`src/rtl/chunk_serial_adder.sv`:
```
// rtl/chunk_serial_adder.sv - multi-cycle adder that processes CHUNK bits per clock
//
// Purpose: adds two WIDTH-bit operands plus a carry-in over N = WIDTH/CHUNK
//          clock cycles. Operands are latched when start is accepted in IDLE,
//          one chunk is summed per cycle in RUN, and DONE pulses done for one
//          cycle while the registered result is presented.
//
// Optional feature: define SUBTRACT_EN to add port sub; with sub=1 at
//          acceptance the block computes a - b (c_in ignored, c_out=1 means
//          no borrow).
//
// Ports:
//   clk    in   single clock, rising edge
//   rst    in   asynchronous active-high reset
//   start  in   request a new operation (honoured only in IDLE)
//   a, b   in   WIDTH-bit operands
//   c_in   in   carry into bit 0
//   sub    in   subtract select (only with SUBTRACT_EN)
//   busy   out  1 while in RUN or DONE
//   done   out  one-cycle pulse, result valid
//   sum    out  WIDTH-bit registered result
//   c_out  out  carry out of bit WIDTH-1
//   ovf    out  two's-complement overflow

module chunk_serial_adder #(
   parameter int WIDTH = 64,
   parameter int CHUNK = 4
) (
   input  logic             clk,
   input  logic             rst,
   input  logic             start,
   input  logic [WIDTH-1:0] a,
   input  logic [WIDTH-1:0] b,
   input  logic             c_in,
`ifdef SUBTRACT_EN
   input  logic             sub,
`endif
   output logic             busy,
   output logic             done,
   output logic [WIDTH-1:0] sum,
   output logic             c_out,
   output logic             ovf
);

   localparam int N  = WIDTH / CHUNK;
   localparam int IW = (N > 1) ? $clog2(N) : 1;
   localparam logic [IW-1:0] LAST_IDX = IW'(N - 1);

   typedef enum logic [1:0] {
      IDLE = 2'd0,
      RUN  = 2'd1,
      DONE = 2'd2
   } state_t;

   state_t           state_q, state_d;
   logic [WIDTH-1:0] a_q, a_d;
   logic [WIDTH-1:0] b_q, b_d;
   logic             carry_q, carry_d;
   logic [IW-1:0]    idx_q, idx_d;
   logic [WIDTH-1:0] sum_q, sum_d;
   logic             c_out_q, c_out_d;
   logic             ovf_q, ovf_d;
   logic             busy_q, busy_d;
   logic             done_q, done_d;

   logic [CHUNK:0]   chunk_sum;
   logic             msb_carry_in;

   // The latched operands are shifted right one chunk per RUN cycle, so the
   // chunk being processed always sits in the low CHUNK bits.
   always_comb begin
      chunk_sum    = {1'b0, a_q[CHUNK-1:0]} + {1'b0, b_q[CHUNK-1:0]}
                   + {{CHUNK{1'b0}}, carry_q};
      // Carry into the top bit of the chunk recovered from the sum bit.
      msb_carry_in = a_q[CHUNK-1] ^ b_q[CHUNK-1] ^ chunk_sum[CHUNK-1];

      state_d = state_q;
      a_d     = a_q;
      b_d     = b_q;
      carry_d = carry_q;
      idx_d   = idx_q;
      sum_d   = sum_q;
      c_out_d = c_out_q;
      ovf_d   = ovf_q;
      busy_d  = busy_q;
      done_d  = 1'b0;

      case (state_q)
         IDLE: begin
            if (start) begin
               a_d     = a;
               b_d     = b;
               carry_d = c_in;
`ifdef SUBTRACT_EN
               if (sub) begin
                  b_d     = ~b;
                  carry_d = 1'b1;
               end
`endif
               idx_d   = '0;
               state_d = RUN;
               busy_d  = 1'b1;
            end
         end

         RUN: begin
            a_d     = a_q >> CHUNK;
            b_d     = b_q >> CHUNK;
            carry_d = chunk_sum[CHUNK];
            for (int j = 0; j < N; j++) begin
               if (idx_q == IW'(j)) begin
                  sum_d[j*CHUNK +: CHUNK] = chunk_sum[CHUNK-1:0];
               end
            end
            if (idx_q == LAST_IDX) begin
               // Index wraps to 0 rather than stepping past N-1.
               idx_d   = '0;
               state_d = DONE;
               done_d  = 1'b1;
               c_out_d = chunk_sum[CHUNK];
               ovf_d   = msb_carry_in ^ chunk_sum[CHUNK];
            end else begin
               idx_d = idx_q + 1'b1;
            end
         end

         DONE: begin
            state_d = IDLE;
            busy_d  = 1'b0;
         end

         default: begin
            state_d = IDLE;
            busy_d  = 1'b0;
         end
      endcase
   end

   always_ff @(posedge clk or posedge rst) begin
      if (rst) begin
         state_q <= IDLE;
         a_q     <= '0;
         b_q     <= '0;
         carry_q <= 1'b0;
         idx_q   <= '0;
         sum_q   <= '0;
         c_out_q <= 1'b0;
         ovf_q   <= 1'b0;
         busy_q  <= 1'b0;
         done_q  <= 1'b0;
      end else begin
         state_q <= state_d;
         a_q     <= a_d;
         b_q     <= b_d;
         carry_q <= carry_d;
         idx_q   <= idx_d;
         sum_q   <= sum_d;
         c_out_q <= c_out_d;
         ovf_q   <= ovf_d;
         busy_q  <= busy_d;
         done_q  <= done_d;
      end
   end

   assign busy  = busy_q;
   assign done  = done_q;
   assign sum   = sum_q;
   assign c_out = c_out_q;
   assign ovf   = ovf_q;

endmodule

```
`config.mk`:
```
export PLATFORM = sky130hd
export DESIGN_NAME = chunk_serial_adder
export DESIGN_NICKNAME = d
export VERILOG_FILES = /design/src/rtl/chunk_serial_adder.sv
export SDC_FILE = /design/constraint.sdc
export NUM_CORES = 1
export LEC_CHECK = 0
export ABC_AREA = 1
export CELL_PAD_IN_SITES_DETAIL_PLACEMENT = 0
export CELL_PAD_IN_SITES_GLOBAL_PLACEMENT = 1
export CORE_MARGIN = 1
export CORE_UTILIZATION = 37
export CTS_CLUSTER_DIAMETER = 30
export DETAILED_ROUTE_END_ITERATION = 7
export PLACE_DENSITY_LB_ADDON = 0.1
export SLEW_MARGIN = 10
export SYNTH_ARGS = -nofsm -noshare
export SYNTH_HDL_FRONTEND = slang
export SYNTH_SLANG_ARGS = --single-unit
```
`constraint.sdc`:
```
create_clock -name clk -period 7.6 [get_ports clk]
set_clock_uncertainty 0.15 [all_clocks]
set_input_delay 1.14 -clock clk [delete_from_list [all_inputs] [get_ports clk]]
set_output_delay 1.14 -clock clk [all_outputs]
set_load 0.02 [all_outputs]
```
Word level (Yosys, flattened, before mapping). Index checks and enable logic that the tools add are counted.

Bits of input ports: 132. Register bits: 203. Word-level logic and storage cells: 88. Output and inout port bits: 68.

Multiplexer cells: 16. Add/sub/neg operators: 3. Bitwise gates (word level): 4. Reduce and logical (&&, ||, !) cells: 22. Equality and inequality tests: 18.

Operators by type and width (number): $pmux W64 S2 (2); $mux W64 (2); $reduce_and A2 Y1 (19); $eq A4 B4 Y1 const B (8); $eq A4 B3 Y1 const B (4); $eq A4 B2 Y1 const B (2); $mux W4 (2); $pmux W4 S2 (1); $add A4 B4 Y5 (1); $add A5 B1 Y5 (1); $add A4 B1 Y4 const B (1); $eq A4 B1 Y1 const B (1); $logic_not A4 Y1 (1); $mux W1 (4); $mux W2 (2); $ne A2 B2 Y1 const B (2); $pmux W1 S2 (2); $pmux W2 S2 (1); $xor A1 B1 Y1 (3); $eq A2 B1 Y1 const B (1); $logic_not A2 Y1 (1); $reduce_bool A2 Y1 (1); $not A1 Y1 (1).

Longest topological paths before layout.
Word-level depth: 4. Depth in mapped cells: 10. Gate-level depth less buffers: 10.

Worst setup path after synthesis. No wires, ideal clock.

Path kind: input to register. Start: input port start. End: register b_q[0]. Setup time: 0.124 ns. Stages: 7. Setup slack: 5.561 ns. Data arrival time: 1.765 ns. Buffers on the path: 2. Required time: 7.326 ns. Cell sequence: nand2_1 -> nand2_2 -> inv_2 -> buf_4 -> buf_2 -> nand2_1 -> nand3_1.

Cells in the longest elaborated chain, start to end: 2.

Ends and longest elaborated chain: start: declaration (line 31) `input logic start,`; $ne A2 B2 Y1 (no line); $reduce_and A2 Y1 (no line); end signal: assignment (line 143) `b_q <= '0;`; end signal: assignment (line 154) `b_q <= b_d;`; end: declaration (line 57) `logic [WIDTH-1:0] b_q, b_d;`.

Every way passes these cells. A chain may end at the register's enable or synchronous reset.

Worst setup path after layout.
Start: input port start. End: register b_q[37].

Same word-level chain as after synthesis.

==> run metrics <==
status=finished, final reports clean; H-tree Lvls=2; Cell Area, Synth=between 0.008 and 0.009 mm2; drt via density=4.56; Root Driver=clkbuf_16; post-synthesis cell count=1030; FF+latch area=between 0.005 and 0.006 mm2; via count=7237; YS warnings=0; drt total wl=between 20 and 25 mm; Die Height=155 um; crit path max fanout=98; Routed Antenna Nets=0; setup TNS=0 ns; Synth async-reset ratio=100%; CTS tree=yes; Hold Path Depth=2; crit path from=start; die area=0.0240 mm2; cts repair resizes=0; Final Cycle Share=43.0%; DRC Markers=0; post-layout min period=3.27 ns; post-synth top area cell=dfrtp_1; Worst VDD drop=between 150 and 200 uV; Worst Hold Class=reg2reg; clock transition at the registers of the reported paths=0.04 ns; Area contributors post-synth=dfrtp_1 59%, nand2_1 23%, nand3_1 7.2%; Fin. Hold Viols=0; area grow syn2layout=43.9%; IO Count=200; Layout fillers=2201; Synth Area per Inst=8.40 um2; Synth Flop Type=dfrtp_1; Synth Register Bits=slightly above 200; top cell type's share of synthesized area=58.7%; fin nets=1377; area of the multi-input gates=0.00322 mm2; setup violators final=0; relative slew slack=26.9%; All-Layer GR Usage=between 10% and 20%; hold endpoint=b_q[61]$_DFFE_PP0P_; Pre-antenna DRT Iters=4; number of port buffers=199; most common cell after layout, fill and taps aside=nand2_1; measured slew at the worst slew-check pin=1.09 ns; post-route insts no fill=1588; RSZ-0062 raised after global routing=no; WP data arrival=3.56 ns; Hold Buf Count CTS=0; vias in the first global route=7171; dpl hpwl=14.1 mm; R2R Path Start=state_q[0]$_DFFE_PP0P_; final worst slack=4.33 ns; Final GP Congestion=around 0.77; Core ar.=0.0228 mm2; Power Total=0.00558 W; critical path type=in2reg; R2R depth=8; fmax=306 MHz; synth unique cells=25; WHS=0.314 ns; sequential area share after synthesis=slightly below 60%; most frequent cells in the layout=528 x nand2_1, 203 x dfrtp_1, 199 x clkdlybuf4s50_1; row cnt=55; EDFF count, synth=0; pre-CTS WS=3.77 ns; dpl cells=1500; Clock Latency Late Sink=0.52 ns; Static Leak=5.93 nW; P per Cell Area=roughly 450 mW/mm2; WL per Instance=14.0 um; Mapped Nets=1171; DR iter-0 viols=379; R2R setup slack=around 4.7 ns; CTS buffer count=47; share of layout cells above drive strength 1=~10%; worst path required time=approximately 7.9 ns; critical path capture point type=register; global-route wire length before repair=roughly 36 mm; largest net degree at the start of global routing=99; Max Cap Viol=0; Longest Clk Path Bufs=3; Startpoint Class=input pin; initial antenna violation count=1; Overflow after GRT=0; Final Max Tran Viols=0; Worst Hold Launch=b_q[61]$_DFFE_PP0P_; DIE WIDTH=about 150 um; RR Endpoint=a_q[22]$_DFFE_PP0P_; starting density of the core=38.0%; clock sinks=203; buffer count from post-CTS setup fixing=0
cell usage after synthesis, drive strengths merged, types with 2 or more instances:
library cell / instances
nand2: 536
or2: 2
dfrtp: 203
a21oi: 6
o211ai: 2
inv: 33
ha: 7
o21ai: 36
nor2: 28
clkbuf: 8
nand3: 124
fa: 2
buf: 39
routing by layer:
metal / up-vias / global-route usage (%) / wire [um]
li1: 3679 / - / -
met1: 3346 / 25.5 / 10300
met2: 180 / 29.9 / 10300
met3: 32 / 4.57 / 1270
met4: 0 / 5.99 / 344
met5: - / 0 / 0
stage by stage:
step	util (%)	area (um2)
finish	54.6	12400
global route	54.6	12400
CTS	54.6	12400
detailed placement	47.7	10900
global placement	47.7	10900
floorplan	-	8650
registers in the layout (all words and copies together) (netlist names):
name / count
done: 1
carry_q: 1
state_q: 2
ovf: 1
idx_q: 4
busy: 1
b_q: 64
c_out: 1
a_q: 64
sum: 64
worst max-delay path by stage:
stage | to | slack (ns) | cells after the start
finish | b_q[37]$_DFFE_PP0P_ | 4.33 | 6
floorplan | a_q[0]$_DFFE_PP0P_ | 0.77 | 1
detailed placement | a_q[9]$_DFFE_PP0P_ | 3.77 | 6
global route | b_q[41]$_DFFE_PP0P_ | 4.07 | 6
CTS | a_q[9]$_DFFE_PP0P_ | 4.30 | 6
global placement | a_q[2]$_DFFE_PP0P_ | 3.74 | 6
power breakdown:
group / switching [W] / total, W / internal, W
clock: 0.000596 / 0.00197 / 0.00137
combinational: 0.00111 / 0.00181 / 0.000702
sequential: 0.000259 / 0.00180 / 0.00154
area by class of cell:
class / count / share of cell area (%)
flip-flops and latches: 203 / 40.8
multi-input cells: 747 / 25.9
repair buffers: 204 / 16.3
clock buffers: 72 / 11.4
well taps: 313 / 3.15
clock inverters: 15 / 1.37
inverters: 33 / 1.08
diodes: 1 / 0.0201
worst max-delay path: stages:
cell and delay, ns:
clkdlybuf4s50_1 0.46, nand2_1 0.11, nor2_4 0.63, buf_4 0.90, nand2_1 0.15, nand3_1 0.13
cell families (layout without fill, tap and decap cells):
group	Yosys count	after routing	share of synthesized area (%)
other cells	0	1	0
flops	203	203	58.7
compound gates	45	45	2.68
simple gates	692	692	32.8
fa+ha+maj	9	9	1.48
xor+xnor	1	1	0.101
buf+inv	80	324	4.22
(Power assumes the default switching activity.)
